### config.mk
export PLATFORM = sky130hd
export DESIGN_NAME = ctrl_pipe_flat
export DESIGN_NICKNAME = d
export VERILOG_FILES = /design/src/rtl/ctrl_pipe_if.sv /design/src/rtl/ctrl_pipe.sv /design/src/flat_wrapper.sv
export SDC_FILE = /design/constraint.sdc
export NUM_CORES = 1
export LEC_CHECK = 0
export CAP_MARGIN = 15
export CORE_ASPECT_RATIO = 0.8
export CORE_UTILIZATION = 45
export DETAILED_ROUTE_END_ITERATION = 12
export PLACE_DENSITY = 0.8
export SETUP_SLACK_MARGIN = 0.4
export SYNTH_ARGS = -nofsm -noshare
export SYNTH_HDL_FRONTEND = slang
export SYNTH_SLANG_ARGS = --single-unit
export TNS_END_PERCENT = 5
### constraint.sdc
create_clock -name clk -period 2.62 [get_ports clk]
set_input_delay 0.393 -clock clk [delete_from_list [all_inputs] [get_ports clk]]
set_output_delay 0.393 -clock clk [all_outputs]
set_load 0.005 [all_outputs]
### src/rtl/ctrl_pipe_if.sv
// ctrl_pipe_if: decoded ID bundle in, pipeline control,
// hazard and forwarding status out.
interface ctrl_pipe_if #(
    parameter int REG_AW = 5,
    parameter int CNT_W  = 16
);
    logic              id_valid;
    logic [REG_AW-1:0] id_rs1;
    logic [REG_AW-1:0] id_rs2;
    logic [REG_AW-1:0] id_rd;
    logic              id_rs1_used;
    logic              id_rs2_used;
    logic              id_reg_wr_en;
    logic              id_alu_src;
    logic              id_mem_wr_en;
    logic              id_mem_rd_en;
    logic              id_mem_to_reg;
    logic [2:0]        id_branch_op;
    logic [1:0]        id_wb_sel;
    logic              ex_redirect;

    logic              ex_reg_wr_en;
    logic              ex_alu_src;
    logic              ex_mem_wr_en;
    logic              ex_mem_rd_en;
    logic              ex_mem_to_reg;
    logic [2:0]        ex_branch_op;
    logic [1:0]        ex_wb_sel;
    logic [REG_AW-1:0] ex_rs1;
    logic [REG_AW-1:0] ex_rs2;
    logic [REG_AW-1:0] ex_rd;

    logic              mem_reg_wr_en;
    logic              mem_mem_wr_en;
    logic              mem_mem_rd_en;
    logic              mem_mem_to_reg;
    logic [1:0]        mem_wb_sel;
    logic [REG_AW-1:0] mem_rd;

    logic              wb_reg_wr_en;
    logic [1:0]        wb_wb_sel;
    logic [REG_AW-1:0] wb_rd;

    logic              stall;
    logic              flush_if_id;
    logic [1:0]        fwd_a;
    logic [1:0]        fwd_b;
    logic [CNT_W-1:0]  stall_cnt;
    logic [CNT_W-1:0]  flush_cnt;

    modport master (
        output id_valid, id_rs1, id_rs2, id_rd,
        output id_rs1_used, id_rs2_used,
        output id_reg_wr_en, id_alu_src, id_mem_wr_en,
        output id_mem_rd_en, id_mem_to_reg,
        output id_branch_op, id_wb_sel, ex_redirect,
        input  ex_reg_wr_en, ex_alu_src, ex_mem_wr_en,
        input  ex_mem_rd_en, ex_mem_to_reg,
        input  ex_branch_op, ex_wb_sel, ex_rs1, ex_rs2, ex_rd,
        input  mem_reg_wr_en, mem_mem_wr_en, mem_mem_rd_en,
        input  mem_mem_to_reg, mem_wb_sel, mem_rd,
        input  wb_reg_wr_en, wb_wb_sel, wb_rd,
        input  stall, flush_if_id, fwd_a, fwd_b,
        input  stall_cnt, flush_cnt
    );

    modport slave (
        input  id_valid, id_rs1, id_rs2, id_rd,
        input  id_rs1_used, id_rs2_used,
        input  id_reg_wr_en, id_alu_src, id_mem_wr_en,
        input  id_mem_rd_en, id_mem_to_reg,
        input  id_branch_op, id_wb_sel, ex_redirect,
        output ex_reg_wr_en, ex_alu_src, ex_mem_wr_en,
        output ex_mem_rd_en, ex_mem_to_reg,
        output ex_branch_op, ex_wb_sel, ex_rs1, ex_rs2, ex_rd,
        output mem_reg_wr_en, mem_mem_wr_en, mem_mem_rd_en,
        output mem_mem_to_reg, mem_wb_sel, mem_rd,
        output wb_reg_wr_en, wb_wb_sel, wb_rd,
        output stall, flush_if_id, fwd_a, fwd_b,
        output stall_cnt, flush_cnt
    );
endinterface

### src/rtl/ctrl_pipe.sv
// ctrl_pipe: ID/EX, EX/MEM, MEM/WB control registers with
// load-use stall, redirect flush, operand forwarding, event counters.
module ctrl_pipe #(
    parameter int REG_AW = 5,
    parameter int CNT_W  = 16
) (
    input  logic       clk,
    input  logic       rst,
    ctrl_pipe_if.slave bus
);
    typedef struct packed {
        logic              reg_wr_en;
        logic              alu_src;
        logic              mem_wr_en;
        logic              mem_rd_en;
        logic              mem_to_reg;
        logic [2:0]        branch_op;
        logic [1:0]        wb_sel;
        logic [REG_AW-1:0] rs1;
        logic [REG_AW-1:0] rs2;
        logic [REG_AW-1:0] rd;
    } id_ex_t;

    typedef struct packed {
        logic              reg_wr_en;
        logic              mem_wr_en;
        logic              mem_rd_en;
        logic              mem_to_reg;
        logic [1:0]        wb_sel;
        logic [REG_AW-1:0] rd;
    } ex_mem_t;

    typedef struct packed {
        logic              reg_wr_en;
        logic [1:0]        wb_sel;
        logic [REG_AW-1:0] rd;
    } mem_wb_t;

    id_ex_t           id_bundle;
    id_ex_t           id_ex_d;
    id_ex_t           id_ex_q;
    ex_mem_t          ex_mem_q;
    mem_wb_t          mem_wb_q;
    logic             load_use;
    logic             rs1_hit;
    logic             rs2_hit;
    logic             stall;
    logic             flush;
    logic [CNT_W-1:0] stall_cnt_q;
    logic [CNT_W-1:0] flush_cnt_q;

    assign id_bundle = '{
        reg_wr_en:  bus.id_reg_wr_en,
        alu_src:    bus.id_alu_src,
        mem_wr_en:  bus.id_mem_wr_en,
        mem_rd_en:  bus.id_mem_rd_en,
        mem_to_reg: bus.id_mem_to_reg,
        branch_op:  bus.id_branch_op,
        wb_sel:     bus.id_wb_sel,
        rs1:        bus.id_rs1,
        rs2:        bus.id_rs2,
        rd:         bus.id_rd
    };

    // ex_rd == 0 excludes x0 from ever stalling
    assign rs1_hit  = bus.id_rs1_used && (bus.id_rs1 == id_ex_q.rd);
    assign rs2_hit  = bus.id_rs2_used && (bus.id_rs2 == id_ex_q.rd);
    assign load_use = bus.id_valid && id_ex_q.mem_rd_en
                   && id_ex_q.reg_wr_en && (id_ex_q.rd != '0)
                   && (rs1_hit || rs2_hit);

    // a redirect squashes ID anyway, so it overrides the stall
    assign flush = bus.ex_redirect;
    assign stall = load_use && !bus.ex_redirect;

    always_comb begin
        id_ex_d = '0;
        if (bus.id_valid && !load_use && !bus.ex_redirect)
            id_ex_d = id_bundle;
    end

    always_ff @(posedge clk) begin
        if (rst) begin
            id_ex_q  <= '0;
            ex_mem_q <= '0;
            mem_wb_q <= '0;
        end else begin
            id_ex_q  <= id_ex_d;
            ex_mem_q <= '{
                reg_wr_en:  id_ex_q.reg_wr_en,
                mem_wr_en:  id_ex_q.mem_wr_en,
                mem_rd_en:  id_ex_q.mem_rd_en,
                mem_to_reg: id_ex_q.mem_to_reg,
                wb_sel:     id_ex_q.wb_sel,
                rd:         id_ex_q.rd
            };
            mem_wb_q <= '{
                reg_wr_en: ex_mem_q.reg_wr_en,
                wb_sel:    ex_mem_q.wb_sel,
                rd:        ex_mem_q.rd
            };
        end
    end

    always_ff @(posedge clk) begin
        if (rst) begin
            stall_cnt_q <= '0;
            flush_cnt_q <= '0;
        end else begin
            if (stall && (stall_cnt_q != '1))
                stall_cnt_q <= stall_cnt_q + CNT_W'(1);
            if (flush && (flush_cnt_q != '1))
                flush_cnt_q <= flush_cnt_q + CNT_W'(1);
        end
    end

    // EX/MEM is the younger producer and must win
    function automatic logic [1:0] fwd_sel(
        input logic [REG_AW-1:0] src,
        input ex_mem_t           em,
        input mem_wb_t           mw
    );
        if (em.reg_wr_en && (em.rd != '0) && (em.rd == src))
            return 2'b01;
        if (mw.reg_wr_en && (mw.rd != '0) && (mw.rd == src))
            return 2'b10;
        return 2'b00;
    endfunction

    assign bus.fwd_a = fwd_sel(id_ex_q.rs1, ex_mem_q, mem_wb_q);
    assign bus.fwd_b = fwd_sel(id_ex_q.rs2, ex_mem_q, mem_wb_q);

    assign bus.stall       = stall;
    assign bus.flush_if_id = flush;
    assign bus.stall_cnt   = stall_cnt_q;
    assign bus.flush_cnt   = flush_cnt_q;

    assign bus.ex_reg_wr_en  = id_ex_q.reg_wr_en;
    assign bus.ex_alu_src    = id_ex_q.alu_src;
    assign bus.ex_mem_wr_en  = id_ex_q.mem_wr_en;
    assign bus.ex_mem_rd_en  = id_ex_q.mem_rd_en;
    assign bus.ex_mem_to_reg = id_ex_q.mem_to_reg;
    assign bus.ex_branch_op  = id_ex_q.branch_op;
    assign bus.ex_wb_sel     = id_ex_q.wb_sel;
    assign bus.ex_rs1        = id_ex_q.rs1;
    assign bus.ex_rs2        = id_ex_q.rs2;
    assign bus.ex_rd         = id_ex_q.rd;

    assign bus.mem_reg_wr_en  = ex_mem_q.reg_wr_en;
    assign bus.mem_mem_wr_en  = ex_mem_q.mem_wr_en;
    assign bus.mem_mem_rd_en  = ex_mem_q.mem_rd_en;
    assign bus.mem_mem_to_reg = ex_mem_q.mem_to_reg;
    assign bus.mem_wb_sel     = ex_mem_q.wb_sel;
    assign bus.mem_rd         = ex_mem_q.rd;

    assign bus.wb_reg_wr_en = mem_wb_q.reg_wr_en;
    assign bus.wb_wb_sel    = mem_wb_q.wb_sel;
    assign bus.wb_rd        = mem_wb_q.rd;
endmodule

### src/flat_wrapper.sv
// flat-port wrapper written by rule: the top's interface ports become plain ports
module ctrl_pipe_flat 
#(
    parameter int REG_AW = 5,
    parameter int CNT_W  = 16
)
  (clk, rst, bus_id_valid, bus_id_rs1, bus_id_rs2, bus_id_rd, bus_id_rs1_used, bus_id_rs2_used, bus_id_reg_wr_en, bus_id_alu_src, bus_id_mem_wr_en, bus_id_mem_rd_en, bus_id_mem_to_reg, bus_id_branch_op, bus_id_wb_sel, bus_ex_redirect, bus_ex_reg_wr_en, bus_ex_alu_src, bus_ex_mem_wr_en, bus_ex_mem_rd_en, bus_ex_mem_to_reg, bus_ex_branch_op, bus_ex_wb_sel, bus_ex_rs1, bus_ex_rs2, bus_ex_rd, bus_mem_reg_wr_en, bus_mem_mem_wr_en, bus_mem_mem_rd_en, bus_mem_mem_to_reg, bus_mem_wb_sel, bus_mem_rd, bus_wb_reg_wr_en, bus_wb_wb_sel, bus_wb_rd, bus_stall, bus_flush_if_id, bus_fwd_a, bus_fwd_b, bus_stall_cnt, bus_flush_cnt);
  ctrl_pipe_if #(.REG_AW(REG_AW), .CNT_W(CNT_W)) bus_i ();
  input  logic clk;
  input  logic rst;
  input wire logic [$bits(bus_i.id_valid)-1:0] bus_id_valid;
  input wire logic [$bits(bus_i.id_rs1)-1:0] bus_id_rs1;
  input wire logic [$bits(bus_i.id_rs2)-1:0] bus_id_rs2;
  input wire logic [$bits(bus_i.id_rd)-1:0] bus_id_rd;
  input wire logic [$bits(bus_i.id_rs1_used)-1:0] bus_id_rs1_used;
  input wire logic [$bits(bus_i.id_rs2_used)-1:0] bus_id_rs2_used;
  input wire logic [$bits(bus_i.id_reg_wr_en)-1:0] bus_id_reg_wr_en;
  input wire logic [$bits(bus_i.id_alu_src)-1:0] bus_id_alu_src;
  input wire logic [$bits(bus_i.id_mem_wr_en)-1:0] bus_id_mem_wr_en;
  input wire logic [$bits(bus_i.id_mem_rd_en)-1:0] bus_id_mem_rd_en;
  input wire logic [$bits(bus_i.id_mem_to_reg)-1:0] bus_id_mem_to_reg;
  input wire logic [$bits(bus_i.id_branch_op)-1:0] bus_id_branch_op;
  input wire logic [$bits(bus_i.id_wb_sel)-1:0] bus_id_wb_sel;
  input wire logic [$bits(bus_i.ex_redirect)-1:0] bus_ex_redirect;
  output wire logic [$bits(bus_i.ex_reg_wr_en)-1:0] bus_ex_reg_wr_en;
  output wire logic [$bits(bus_i.ex_alu_src)-1:0] bus_ex_alu_src;
  output wire logic [$bits(bus_i.ex_mem_wr_en)-1:0] bus_ex_mem_wr_en;
  output wire logic [$bits(bus_i.ex_mem_rd_en)-1:0] bus_ex_mem_rd_en;
  output wire logic [$bits(bus_i.ex_mem_to_reg)-1:0] bus_ex_mem_to_reg;
  output wire logic [$bits(bus_i.ex_branch_op)-1:0] bus_ex_branch_op;
  output wire logic [$bits(bus_i.ex_wb_sel)-1:0] bus_ex_wb_sel;
  output wire logic [$bits(bus_i.ex_rs1)-1:0] bus_ex_rs1;
  output wire logic [$bits(bus_i.ex_rs2)-1:0] bus_ex_rs2;
  output wire logic [$bits(bus_i.ex_rd)-1:0] bus_ex_rd;
  output wire logic [$bits(bus_i.mem_reg_wr_en)-1:0] bus_mem_reg_wr_en;
  output wire logic [$bits(bus_i.mem_mem_wr_en)-1:0] bus_mem_mem_wr_en;
  output wire logic [$bits(bus_i.mem_mem_rd_en)-1:0] bus_mem_mem_rd_en;
  output wire logic [$bits(bus_i.mem_mem_to_reg)-1:0] bus_mem_mem_to_reg;
  output wire logic [$bits(bus_i.mem_wb_sel)-1:0] bus_mem_wb_sel;
  output wire logic [$bits(bus_i.mem_rd)-1:0] bus_mem_rd;
  output wire logic [$bits(bus_i.wb_reg_wr_en)-1:0] bus_wb_reg_wr_en;
  output wire logic [$bits(bus_i.wb_wb_sel)-1:0] bus_wb_wb_sel;
  output wire logic [$bits(bus_i.wb_rd)-1:0] bus_wb_rd;
  output wire logic [$bits(bus_i.stall)-1:0] bus_stall;
  output wire logic [$bits(bus_i.flush_if_id)-1:0] bus_flush_if_id;
  output wire logic [$bits(bus_i.fwd_a)-1:0] bus_fwd_a;
  output wire logic [$bits(bus_i.fwd_b)-1:0] bus_fwd_b;
  output wire logic [$bits(bus_i.stall_cnt)-1:0] bus_stall_cnt;
  output wire logic [$bits(bus_i.flush_cnt)-1:0] bus_flush_cnt;
  assign bus_i.id_valid = bus_id_valid;
  assign bus_i.id_rs1 = bus_id_rs1;
  assign bus_i.id_rs2 = bus_id_rs2;
  assign bus_i.id_rd = bus_id_rd;
  assign bus_i.id_rs1_used = bus_id_rs1_used;
  assign bus_i.id_rs2_used = bus_id_rs2_used;
  assign bus_i.id_reg_wr_en = bus_id_reg_wr_en;
  assign bus_i.id_alu_src = bus_id_alu_src;
  assign bus_i.id_mem_wr_en = bus_id_mem_wr_en;
  assign bus_i.id_mem_rd_en = bus_id_mem_rd_en;
  assign bus_i.id_mem_to_reg = bus_id_mem_to_reg;
  assign bus_i.id_branch_op = bus_id_branch_op;
  assign bus_i.id_wb_sel = bus_id_wb_sel;
  assign bus_i.ex_redirect = bus_ex_redirect;
  assign bus_ex_reg_wr_en = bus_i.ex_reg_wr_en;
  assign bus_ex_alu_src = bus_i.ex_alu_src;
  assign bus_ex_mem_wr_en = bus_i.ex_mem_wr_en;
  assign bus_ex_mem_rd_en = bus_i.ex_mem_rd_en;
  assign bus_ex_mem_to_reg = bus_i.ex_mem_to_reg;
  assign bus_ex_branch_op = bus_i.ex_branch_op;
  assign bus_ex_wb_sel = bus_i.ex_wb_sel;
  assign bus_ex_rs1 = bus_i.ex_rs1;
  assign bus_ex_rs2 = bus_i.ex_rs2;
  assign bus_ex_rd = bus_i.ex_rd;
  assign bus_mem_reg_wr_en = bus_i.mem_reg_wr_en;
  assign bus_mem_mem_wr_en = bus_i.mem_mem_wr_en;
  assign bus_mem_mem_rd_en = bus_i.mem_mem_rd_en;
  assign bus_mem_mem_to_reg = bus_i.mem_mem_to_reg;
  assign bus_mem_wb_sel = bus_i.mem_wb_sel;
  assign bus_mem_rd = bus_i.mem_rd;
  assign bus_wb_reg_wr_en = bus_i.wb_reg_wr_en;
  assign bus_wb_wb_sel = bus_i.wb_wb_sel;
  assign bus_wb_rd = bus_i.wb_rd;
  assign bus_stall = bus_i.stall;
  assign bus_flush_if_id = bus_i.flush_if_id;
  assign bus_fwd_a = bus_i.fwd_a;
  assign bus_fwd_b = bus_i.fwd_b;
  assign bus_stall_cnt = bus_i.stall_cnt;
  assign bus_flush_cnt = bus_i.flush_cnt;
  ctrl_pipe #(.REG_AW(REG_AW), .CNT_W(CNT_W)) u_core (.clk(clk), .rst(rst), .bus(bus_i));
endmodule
==> impl_summary.log <==
INFO  metric antenna_violating_nets_post_route = 0
INFO  metric floorplan.initialDensity = 47.1%
INFO  metric final_common_cell = clkdlybuf4s50_1
INFO  metric cts-htree-levels = 3
INFO  metric cellPowerDensity = 486 mW/mm^2
INFO  metric number_of_enable_flip_flop_cells_after_synthesis = 0
INFO  metric gp_congestion = 0.839
INFO  metric wire_length_of_the_first_global_routing_pass = 12800 um
INFO  metric worstPathMaxFanout = 5
INFO  metric timing.clock.skew = 0.00850 ns
INFO  metric fraction_of_the_yosys_area_taken_by_sequential_cells = 46.4%
INFO  metric dp_cells = 535
INFO  metric synth_area = 0.00328 mm^2
INFO  metric drv.max_cap_violation_count = 0
INFO  metric largest_net_degree_at_the_start_of_global_routing = 29
INFO  metric crit_start_category = flop
INFO  metric diodes = 0
INFO  metric post-route-min-period = 2.40 ns
INFO  metric worstSkewPairLatency = 0.35 ns
INFO  metric vdd_ir_drop_max = 0.411 mV
INFO  metric via_count_of_the_first_global_routing_pass = 2689
INFO  metric tritoncts_clock_tree = yes
INFO  metric worstMarginPinSlew = 0.560 ns
INFO  metric layout-drive-gt1-share = 11.1%
INFO  metric finish.cell_count_without_fillers = 554
INFO  metric synth_flop_cell = dfxtp_1
INFO  metric setup_viols_final = 0
INFO  metric timing_worst_setup_path_type = flop to output port
INFO  metric critical_r2r_capture = u_core.bus.stall_cnt[15]
INFO  metric grt_use_total = 21.0%
INFO  metric critical_path.reg2reg.startpoint = u_core.bus.ex_rd[1]
INFO  metric worst-r2r-setup-slack = 0.46 ns
INFO  metric number_of_drc_markers_in_iteration_0 = 87
INFO  metric crit_start = u_core.bus.mem_rd[0]
INFO  metric num_vias = 2944
INFO  metric detail_route.wirelength = 8190 um
INFO  metric netlist-cell-type-count = 43
INFO  metric fp.dieArea = 0.00764 mm^2
INFO  metric hp-start = u_core.bus.ex_wb_sel[1]
INFO  metric cts.sinks = 76
INFO  metric dpl_worst_slack = -0.00642 ns
INFO  metric nFillCells = 547
INFO  metric port-buffer-count = 112
INFO  metric timing.final.hold_violations = 0
INFO  metric core.rowCount = 27
INFO  metric slew-limit-headroom = 62.3%
INFO  metric globalRoute.totalOverflow = 0
INFO  metric fin_setup_tns = 0 ns
INFO  metric period_share = 91.5%
INFO  metric cts_buf_count = 9
INFO  metric die_width = 97.4 um
INFO  metric r2r_cells = 6
INFO  metric postSynthCellCount = 344
INFO  metric io-pin-count = 113
INFO  metric achievable-frequency = 417 MHz
INFO  metric unrepaired_setup_endpoints_after_global_routing = yes
INFO  metric drt-pass1-iter-count = 4
INFO  metric viasPerCell = 5.31
INFO  metric outcome = completed
INFO  metric wl_per_cell = 14.8 um
INFO  metric setup.worst_path.end = bus_fwd_b[0]
INFO  metric drv_slew = 0
INFO  metric power = 2.33 mW
INFO  metric timing.hold.worst.class = flop to flop
INFO  metric worst_ep_required_time = 2.23 ns
INFO  metric drc_errors = 0
INFO  metric synth_fp_nets = 377
INFO  metric floorplan.die.height = 78.4 um
INFO  metric clock_tree.root_cell = clkbuf_8
INFO  metric clk_pin_slew_worst_paths = 0.07 ns
INFO  metric power_leakage = 1.83 nW
INFO  metric syn2layout_area_growth = 46.5%
INFO  metric layout_setup_ws = 0.222 ns
INFO  metric layout.core_utilization = 69.0%
INFO  metric highest_count_cells_in_the_layout_ignoring_fill_and_taps = 107 x clkdlybuf4s50_1, 68 x dfxtp_1, 31 x xor2_1
INFO  metric fp.coreArea = 0.00696 mm^2
INFO  metric cts.path.max_buffers = 2
INFO  metric ys_seq_elements = 76
INFO  metric final_net_count = 495
INFO  metric ctsHoldBuffers = 0
INFO  metric synth.yosys.warnings = 0
INFO  metric critical_path_arrival = 2.01 ns
INFO  metric place.detailed.hpwl = 5810 um
INFO  metric synthArstFlopShare = 0%
INFO  metric grt_antenna_before_repair = 0
INFO  metric avgSynthCellArea = 9.53 um^2
INFO  metric element_type_at_the_critical_path_end = output port
[routing by layer]
layer | routed length, um | part of all wire, % | vias to the layer above | track usage (%)
met5 | 0 | 0 | - | 0
met4 | 119 | 1.5 | 0 | 6.18
met3 | 465 | 5.7 | 15 | 5.97
met2 | 3850 | 47 | 96 | 34.5
met1 | 3760 | 46 | 1376 | 26.9
li1 | - | - | 1457 | -
[through the flow]
| step | hold WS (ns) | cell area, um^2 |
|---|---|---|
| 6_report | 0.462 | 4800 |
| 5_1_grt | 0.493 | 4800 |
| 4_1_cts | 0.465 | 4770 |
| 3_5_place_dp | 0.453 | 4490 |
| 3_3_place_gp | 0.451 | 4490 |
| 2_1_floorplan | 0.462 | 3280 |
[timing repair]
item | 4_1_cts | 5_1_grt
setup buffers | 3 | 0
pin swaps | 6 | 1
resized for setup | 21 | 9
cloned | 0 | 0
setup endpoints to repair | 5 | 21
[layout make-up]
type                    count  area [um^2]  share of cell area (%)
inverters                   4         15.0                   0.313
multi-input cells         249         1740                    36.2
clock buffers              10          128                    2.66
clock inverters             6         88.8                    1.85
well taps                  87          109                    2.27
repair buffers            122         1190                    24.9
flip-flops and latches     76         1530                    31.9
[logic make-up (layout without fill, tap and decap cells)]
family	Yosys count	in the layout	synth area share (%)
buf+inv	19	142	2.82
mux	6	6	2.02
fa+ha+maj	2	2	0.763
compound gates	46	46	9.77
flops	76	76	46.4
simple gates	155	155	27.5
xor+xnor	40	40	10.7
[critical path, stage by stage, from the launching register on]
cell and delay (ns):
dfxtp_2 0.35, or4_4 0.55, o21ai_4 0.23, nor4_4 0.08
clkdlybuf4s50_1 0.45
[power by group]
group | internal (mW) | switching (mW) | leakage, nW
registers | 1.17 | 0.0201 | 0.619
clock network | 0.536 | 0.432 | 0.102
logic | 0.104 | 0.0691 | 1.11
[worst min path at each step]
stage	slack, ns	depth (start not counted)	to
6_report	0.46	1	u_core.bus.mem_wb_sel[1]
5_1_grt	0.49	1	u_core.bus.wb_wb_sel[1]
4_1_cts	0.47	1	u_core.bus.mem_wb_sel[1]
3_5_place_dp	0.45	1	u_core.bus.mem_wb_sel[1]
3_3_place_gp	0.45	1	u_core.bus.wb_wb_sel[1]
2_1_floorplan	0.46	1	u_core.bus.mem_mem_to_reg
[cell usage after synthesis (all sizes together), types with 3 or more instances]
master | n | area, um^2
and4 | 7 | 61.3
nand3 | 15 | 75.1
buf | 5 | 37.5
and2 | 26 | 163
or3 | 5 | 31.3
o21ai | 9 | 45.0
inv | 4 | 15.0
nor4 | 9 | 77.6
nor2 | 24 | 90.1
dfxtp | 76 | 1520
nand4 | 12 | 75.1
or4 | 10 | 75.1
xnor2 | 9 | 78.8
o211ai | 3 | 22.5
xor2 | 31 | 272
nor2b | 25 | 156
o31ai | 6 | 45.0
nand2 | 13 | 48.8
a211oi | 3 | 22.5
clkbuf | 10 | 40.0
a21oi | 12 | 60.1
mux2 | 5 | 56.3
nor3 | 5 | 25.0
Power figures use the tool's default switching activity.
